**src/rtl/norm_arbiter_pkg.sv**
```systemverilog
`default_nettype none
// +------------------------------------------------------------------+
// | norm_arbiter_pkg : shared constants and width helpers             |
// | Rev 1.0                                                          |
// +------------------------------------------------------------------+
package norm_arbiter_pkg;

  localparam int unsigned C_DEF_N_REQ      = 4;
  localparam int unsigned C_DEF_MANT_W     = 51;
  localparam int unsigned C_DEF_LEADONE_W  = 6;
  localparam int unsigned C_DEF_EXP_W      = 11;

  function automatic int unsigned clog2(input int unsigned value);
    int unsigned r;
    r = 0;
    for (int i = 0; i < 31; i++) begin
      if ((32'd1 << i) < value) r = i + 1;
    end
    return r;
  endfunction

  // A single lane still needs a one-bit id field.
  function automatic int unsigned id_width(input int unsigned n);
    return (clog2(n) > 0) ? clog2(n) : 1;
  endfunction

endpackage
`default_nettype wire

```
**src/rtl/norm_arbiter_lzc.sv**
```systemverilog
`default_nettype none
// +------------------------------------------------------------------+
// | norm_arbiter_lzc : variable-width leading-zero counter            |
// | Rev 1.0                                                          |
// +------------------------------------------------------------------+
module norm_arbiter_lzc #(
  parameter int unsigned WIDTH     = 51,
  parameter int unsigned CNT_WIDTH = 6
) (
  input  logic [WIDTH-1:0]     i_data,
  output logic [CNT_WIDTH-1:0] o_cnt,
  output logic                 o_zero
);

  // Scanning upward lets the highest set bit win.
  always_comb begin
    o_cnt  = '0;
    o_zero = 1'b1;
    for (int i = 0; i < int'(WIDTH); i++) begin
      if (i_data[i]) begin
        o_cnt  = CNT_WIDTH'(int'(WIDTH) - 1 - i);
        o_zero = 1'b0;
      end
    end
  end

endmodule
`default_nettype wire

```
**src/rtl/norm_arbiter.sv**
```systemverilog
`default_nettype none
// +------------------------------------------------------------------+
// | norm_arbiter : round-robin lanes feeding one 2-stage normalizer   |
// | Rev 1.0                                                          |
// +------------------------------------------------------------------+
module norm_arbiter
  import norm_arbiter_pkg::*;
#(
  parameter int unsigned N_REQ           = C_DEF_N_REQ,
  parameter int unsigned C_WIDTH         = C_DEF_MANT_W,
  parameter int unsigned C_LEADONE_WIDTH = C_DEF_LEADONE_W,
  parameter int unsigned C_EXP_WIDTH     = C_DEF_EXP_W
) (
  input  logic                           Clk_CI,
  input  logic                           Rst_RBI,
  input  logic [N_REQ-1:0]               req_valid_I,
  output logic [N_REQ-1:0]               req_ready_O,
  input  logic [N_REQ*C_WIDTH-1:0]       req_mant_I,
  input  logic [N_REQ*C_EXP_WIDTH-1:0]   req_exp_I,
  output logic                           res_valid_O,
  input  logic                           res_ready_I,
  output logic [C_WIDTH-1:0]             res_mant_O,
  output logic [C_EXP_WIDTH-1:0]         res_exp_O,
  output logic [id_width(N_REQ)-1:0]     res_id_O,
  output logic                           res_zero_O,
  output logic                           res_uf_O
);

  localparam int unsigned C_ID_W = id_width(N_REQ);

  logic [C_ID_W-1:0]          r_ptr;
  logic [C_ID_W-1:0]          w_grant_id;
  logic                       w_grant_found;
  logic                       w_s2_free;
  logic                       w_s1_adv;
  logic                       w_s1_free;
  logic                       w_accept;

  logic                       r_s1_valid;
  logic [C_WIDTH-1:0]         r_s1_mant;
  logic [C_EXP_WIDTH-1:0]     r_s1_exp;
  logic [C_ID_W-1:0]          r_s1_id;

  logic                       r_s2_valid;
  logic [C_WIDTH-1:0]         r_s2_mant;
  logic [C_EXP_WIDTH-1:0]     r_s2_exp;
  logic [C_ID_W-1:0]          r_s2_id;
  logic                       r_s2_zero;
  logic                       r_s2_uf;

  logic [C_LEADONE_WIDTH-1:0] w_lz;
  logic                       w_mant_zero;
  logic [C_WIDTH-1:0]         w_norm_mant;
  logic [C_EXP_WIDTH-1:0]     w_norm_exp;
  logic                       w_norm_zero;
  logic                       w_norm_uf;

  // First valid lane at or after r_ptr, wrapping modulo N_REQ.
  always_comb begin
    w_grant_found = 1'b0;
    w_grant_id    = '0;
    for (int k = 0; k < int'(N_REQ); k++) begin
      if (!w_grant_found && req_valid_I[(int'(r_ptr) + k) % int'(N_REQ)]) begin
        w_grant_found = 1'b1;
        w_grant_id    = C_ID_W'((int'(r_ptr) + k) % int'(N_REQ));
      end
    end
  end

  assign w_s2_free = !r_s2_valid || res_ready_I;
  assign w_s1_adv  = r_s1_valid && w_s2_free;
  assign w_s1_free = !r_s1_valid || w_s2_free;
  assign w_accept  = w_grant_found && w_s1_free && Rst_RBI;

  always_comb begin
    req_ready_O = '0;
    if (w_accept) req_ready_O[w_grant_id] = 1'b1;
  end

  always_ff @(posedge Clk_CI or negedge Rst_RBI) begin
    if (!Rst_RBI) begin
      r_ptr      <= '0;
      r_s1_valid <= 1'b0;
      r_s1_mant  <= '0;
      r_s1_exp   <= '0;
      r_s1_id    <= '0;
    end else begin
      if (w_accept) begin
        r_s1_valid <= 1'b1;
        r_s1_mant  <= req_mant_I[int'(w_grant_id)*int'(C_WIDTH) +: C_WIDTH];
        r_s1_exp   <= req_exp_I[int'(w_grant_id)*int'(C_EXP_WIDTH) +: C_EXP_WIDTH];
        r_s1_id    <= w_grant_id;
        r_ptr      <= (w_grant_id == C_ID_W'(N_REQ - 1)) ? '0 : w_grant_id + C_ID_W'(1);
      end else if (w_s1_adv) begin
        r_s1_valid <= 1'b0;
      end
    end
  end

  norm_arbiter_lzc #(
    .WIDTH     (C_WIDTH),
    .CNT_WIDTH (C_LEADONE_WIDTH)
  ) u_lzc (
    .i_data (r_s1_mant),
    .o_cnt  (w_lz),
    .o_zero (w_mant_zero)
  );

  // Shift stops at exponent zero, flagging underflow instead of going negative.
  always_comb begin
    w_norm_mant = '0;
    w_norm_exp  = '0;
    w_norm_zero = 1'b0;
    w_norm_uf   = 1'b0;
    if (w_mant_zero) begin
      w_norm_zero = 1'b1;
    end else if (32'(w_lz) < 32'(r_s1_exp)) begin
      w_norm_mant = r_s1_mant << w_lz;
      w_norm_exp  = r_s1_exp - C_EXP_WIDTH'(w_lz);
    end else begin
      w_norm_mant = r_s1_mant << r_s1_exp;
      w_norm_uf   = 1'b1;
    end
  end

  always_ff @(posedge Clk_CI or negedge Rst_RBI) begin
    if (!Rst_RBI) begin
      r_s2_valid <= 1'b0;
      r_s2_mant  <= '0;
      r_s2_exp   <= '0;
      r_s2_id    <= '0;
      r_s2_zero  <= 1'b0;
      r_s2_uf    <= 1'b0;
    end else if (w_s1_adv) begin
      r_s2_valid <= 1'b1;
      r_s2_mant  <= w_norm_mant;
      r_s2_exp   <= w_norm_exp;
      r_s2_id    <= r_s1_id;
      r_s2_zero  <= w_norm_zero;
      r_s2_uf    <= w_norm_uf;
    end else if (res_ready_I) begin
      r_s2_valid <= 1'b0;
    end
  end

  assign res_valid_O = r_s2_valid;
  assign res_mant_O  = r_s2_mant;
  assign res_exp_O   = r_s2_exp;
  assign res_id_O    = r_s2_id;
  assign res_zero_O  = r_s2_zero;
  assign res_uf_O    = r_s2_uf;

endmodule
`default_nettype wire

```
**config.mk**
```make
export PLATFORM = sky130hd
export DESIGN_NAME = norm_arbiter
export DESIGN_NICKNAME = d
export VERILOG_FILES = /design/src/rtl/norm_arbiter_pkg.sv /design/src/rtl/norm_arbiter_lzc.sv /design/src/rtl/norm_arbiter.sv
export SDC_FILE = /design/constraint.sdc
export NUM_CORES = 1
export LEC_CHECK = 0
export CAP_MARGIN = 40
export CORE_MARGIN = 2
export CORE_UTILIZATION = 49
export DETAILED_ROUTE_END_ITERATION = 10
export PLACE_DENSITY = 0.86
export SYNTH_ARGS = -nofsm -noshare
export SYNTH_HDL_FRONTEND = slang
export SYNTH_HIERARCHICAL = 1
export SYNTH_SLANG_ARGS = --single-unit
```
**constraint.sdc**
```tcl
create_clock -name Clk_CI -period 6.7 [get_ports Clk_CI]
set_input_delay 1.005 -clock Clk_CI [delete_from_list [all_inputs] [get_ports Clk_CI]]
set_output_delay 1.005 -clock Clk_CI [all_outputs]
set_load 0.01 [all_outputs]
```
==> reports/qor.txt <==
R2r endpoint: res_mant_O[33]$_DFFE_PN0P_
Total Power: 0.00822 W
Bufs and invs on worst path: 2
DRC: 0
CP Cell Sequence: inv_2 -> a2111oi_0 -> o211a_1 -> a221oi_1 -> o31ai_1 -> ha_1 -> nand3b_1 -> a21oi_2 -> nor3_1 -> a2111o_2 -> buf_12 -> mux2i_1 -> nand2_1 -> a31o_2 -> o21ai_1 -> o22ai_1 -> a211o_1
Drt pass-1 iters: 8
Sw Share: 52.0%
Post-route ant nets: 0
Stages on worst setup path: 17
Number of DRC markers in iteration 0: 934
Final hold slack: 0.477 ns
Worst VDD drop: 415 uV
Die area: 24300 sq um
Crit. End Element: flip-flop
MaxCap Viol Count: 0
H-tree levels: 4
Reg power frac: 20.2%
Post-CTS Setup Bufs: 0
# setup viols final: 0
Largest fanout on the critical path: 34
Number of nets in the layout: 2068
Port Buf Inserts: 325
Layout cells sized above 1: 6.39%
Post-CTS Hold Fix Bufs: 0
CTS tree: yes
FFs w/ async S/R, synth: 100%
Gr usage total: 34.0%
Yosys reg bits: 134
Worst R2R Path Depth: 17
Synth Area in Adders: 1.28%
Critical Path Start: r_s1_mant[11]$_DFFE_PN0P_
Hold EP: res_mant_O[27]$_DFFE_PN0P_
Grt ovf: 0
Hold depth: 2
Detail Placement HPWL: 31700 um
Setup_tns: 0 ns
Clock Sinks: 134
Lkg Pwr: 6.77 nW
Clock Tree Root: clkbuf_16
Main combinational cell family by area after synthesis: simple AND/OR/NAND/NOR gates
Minimum clock period: 5.86 ns
Clock network fraction of total power: 10.8%
Required time of the critical path: 7.01 ns
DP Cell Count: 2068
Via/cell ratio: 5.89
Post-synthesis simple-gate area fraction: 27.2%
Post-cts resize count: 0
Worst EP arrival: 6.17 ns
Worst R2R Setup Slack: 0.84 ns
Syn Std Cell Area: 11300 sq um
Mux cell area share after synthesis: 16.0%
Final Max Tran Viols: 0
Core area: 22600 sq um
Synth Area in XOR/XNOR: 0.697%
Worst Max-Slew Pin Slew: 0.936 ns
Area delta synth->final: 35.8%
Antenna violations before repair: 7
Sequential area share after synthesis: 29.7%
Post-synth EDFFs: 0
Synth cell types: 74
Synth Area in Compound Gates: 20.0%
Hold crit path type: reg2reg
Fmax: 0.171 GHz
WL final: 41500 um
Critical path's top delay family: compound AO/OA/AOI/OAI gates
Slew HR: 37.6%
Combinational group share of total power: 69.0%
Insertion delay to the later sink of the worst-skew pair: 0.43 ns
Pint: 0.00394 W
Ys flop type: dfrtp_1
Vias in the first global route: 11800
Final std cells w/o fill: 2107
Post-layout util: 67.8%
Skew final: 0.00773 ns
Critical path class: reg2reg
Clock transition at the registers of the reported paths: 0.06 ns
Switching power: 0.00427 W
Final Cycle Share: 87.5%
Top Ports: 326
Cells after Synth: 1533
Cell Pwr Density: 536 nW/um^2
Crit path max-delay cell type: o31ai_1
First-pass GRT wire length: 65000 um
Startpoint Class: flip-flop
Synth warn: 6
Hold_sp: res_mant_O[27]$_DFFE_PN0P_
Wire per inst: 19.7 um
Syn nets: 1799
Reg2reg start: r_s1_mant[11]$_DFFE_PN0P_
Initial Utilization: 49.9%
GP Congestion: 0.974
RSZ-0062 raised after global routing: no
Die W: 156 um
Via Count: 12400
Die Y: 156 um
Pin count of the biggest net entering global routing: 99
Clk buf depth: 2
Rows: 55
CTS Buf Count: 17
Status: finished, final reports clean
Hold Vio Cnt, Final: 0
Syn_area_per_cell: 7.37 sq um
CP max stage delay: 0.74 ns
-- worst reg2reg max path: cells and delay by family (launching register included) --
| family | cells | cell delay [ns] |
|---|---|---|
| buffers and inverters | 2 | 0.36 |
| adder cells (fa/ha/maj) | 1 | 0.30 |
| AO/OA/AOI/OAI | 10 | 3.59 |
| flip-flops | 1 | 0.54 |
| AND/OR/NAND/NOR | 3 | 0.65 |
| multiplexers | 1 | 0.30 |
-- power groups by stage --
stage / registers (W) / logic, W / clock network, W
after global routing: 0.00171 / 0.00614 / 0.000927
after global placement: 0.00164 / 0.00542 / 0
after CTS: 0.00164 / 0.00555 / 0.000890
after detailed placement: 0.00166 / 0.00551 / 0
after floorplan: 0.00158 / 0.00373 / 0
final: 0.00166 / 0.00567 / 0.000886
-- cells in the final DEF (no fill, tap or decap), types with 17 or more instances in the layout --
cell type	instances
nor3_1	20
buf_4	25
mux2_2	17
dfrtp_1	134
nand2_1	485
nor2_1	69
inv_1	22
o21ai_0	172
clkdlybuf4s50_1	324
a21oi_1	38
clkbuf_16	17
nand3_1	82
mux2i_1	161
-- registers in the layout, indices dropped and copies added, names as in the netlist, 2 cells and up --
| register | count |
|---|---|
| res_id_O | 2 |
| res_mant_O | 51 |
| res_exp_O | 11 |
| r_ptr | 2 |
| r_s1_exp | 11 |
| r_s1_id | 2 |
| r_s1_mant | 51 |
-- worst max-delay path by stage --
stage / to
after floorplan: res_mant_O[49]$_DFFE_PN0P_
after global placement: res_mant_O[40]$_DFFE_PN0P_
after detailed placement: res_mant_O[33]$_DFFE_PN0P_
after CTS: res_mant_O[33]$_DFFE_PN0P_
after global routing: res_mant_O[40]$_DFFE_PN0P_
final: res_mant_O[33]$_DFFE_PN0P_
-- per-layer routing --
layer	routed length [um]	track usage, %	vias to the layer above
li1	-	-	5956
met1	17900	45.6	5794
met2	19300	54.5	567
met3	3000	6.11	87
met4	1360	13.8	0
met5	0	0	-
-- stage by stage --
| step | area, sq um | setup WS (ns) |
|---|---|---|
| 3_3_place_gp | 14700 | 1.14 |
| 4_1_cts | 15300 | 0.996 |
| 5_1_grt | 15300 | 0.508 |
| 2_1_floorplan | 11300 | 2.04 |
| 3_5_place_dp | 14800 | 1.11 |
| 6_report | 15300 | 0.840 |
-- synthesized netlist by cell type (all sizes together) (17+ instances only) --
cell type	instances	share of area (%)
a21oi	41	1.9
buf	36	2.1
clkbuf	69	2.3
dfrtp	134	30
inv	24	0.80
mux2	17	1.7
mux2i	161	14
nand2	487	16
nand3	82	3.6
nor2	72	2.4
nor3	23	1.2
o21ai	177	7.8
-- cells by family (layout without fill, tap and decap cells) --
group           Yosys count  in the layout
compound gates          351            351
xor+xnor                  9              9
fa+ha+maj                11             11
buf+inv                 129            411
flops                   134            134
mux                     178            178
other cells               0              7
simple gates            721            721
-- layout make-up --
| type | instances | area (sq um) |
|---|---|---|
| antenna | 7 | 17.5 |
| clock buffer | 18 | 429 |
| clock inverter | 14 | 118 |
| fill | 1942 | 7300 |
| inverter | 24 | 92.6 |
| multi-input combinational | 1270 | 7430 |
| sequential | 134 | 3350 |
| tap | 285 | 357 |
| timing repair buffer | 355 | 3550 |
Note: power is estimated with default switching activity, not from simulation.
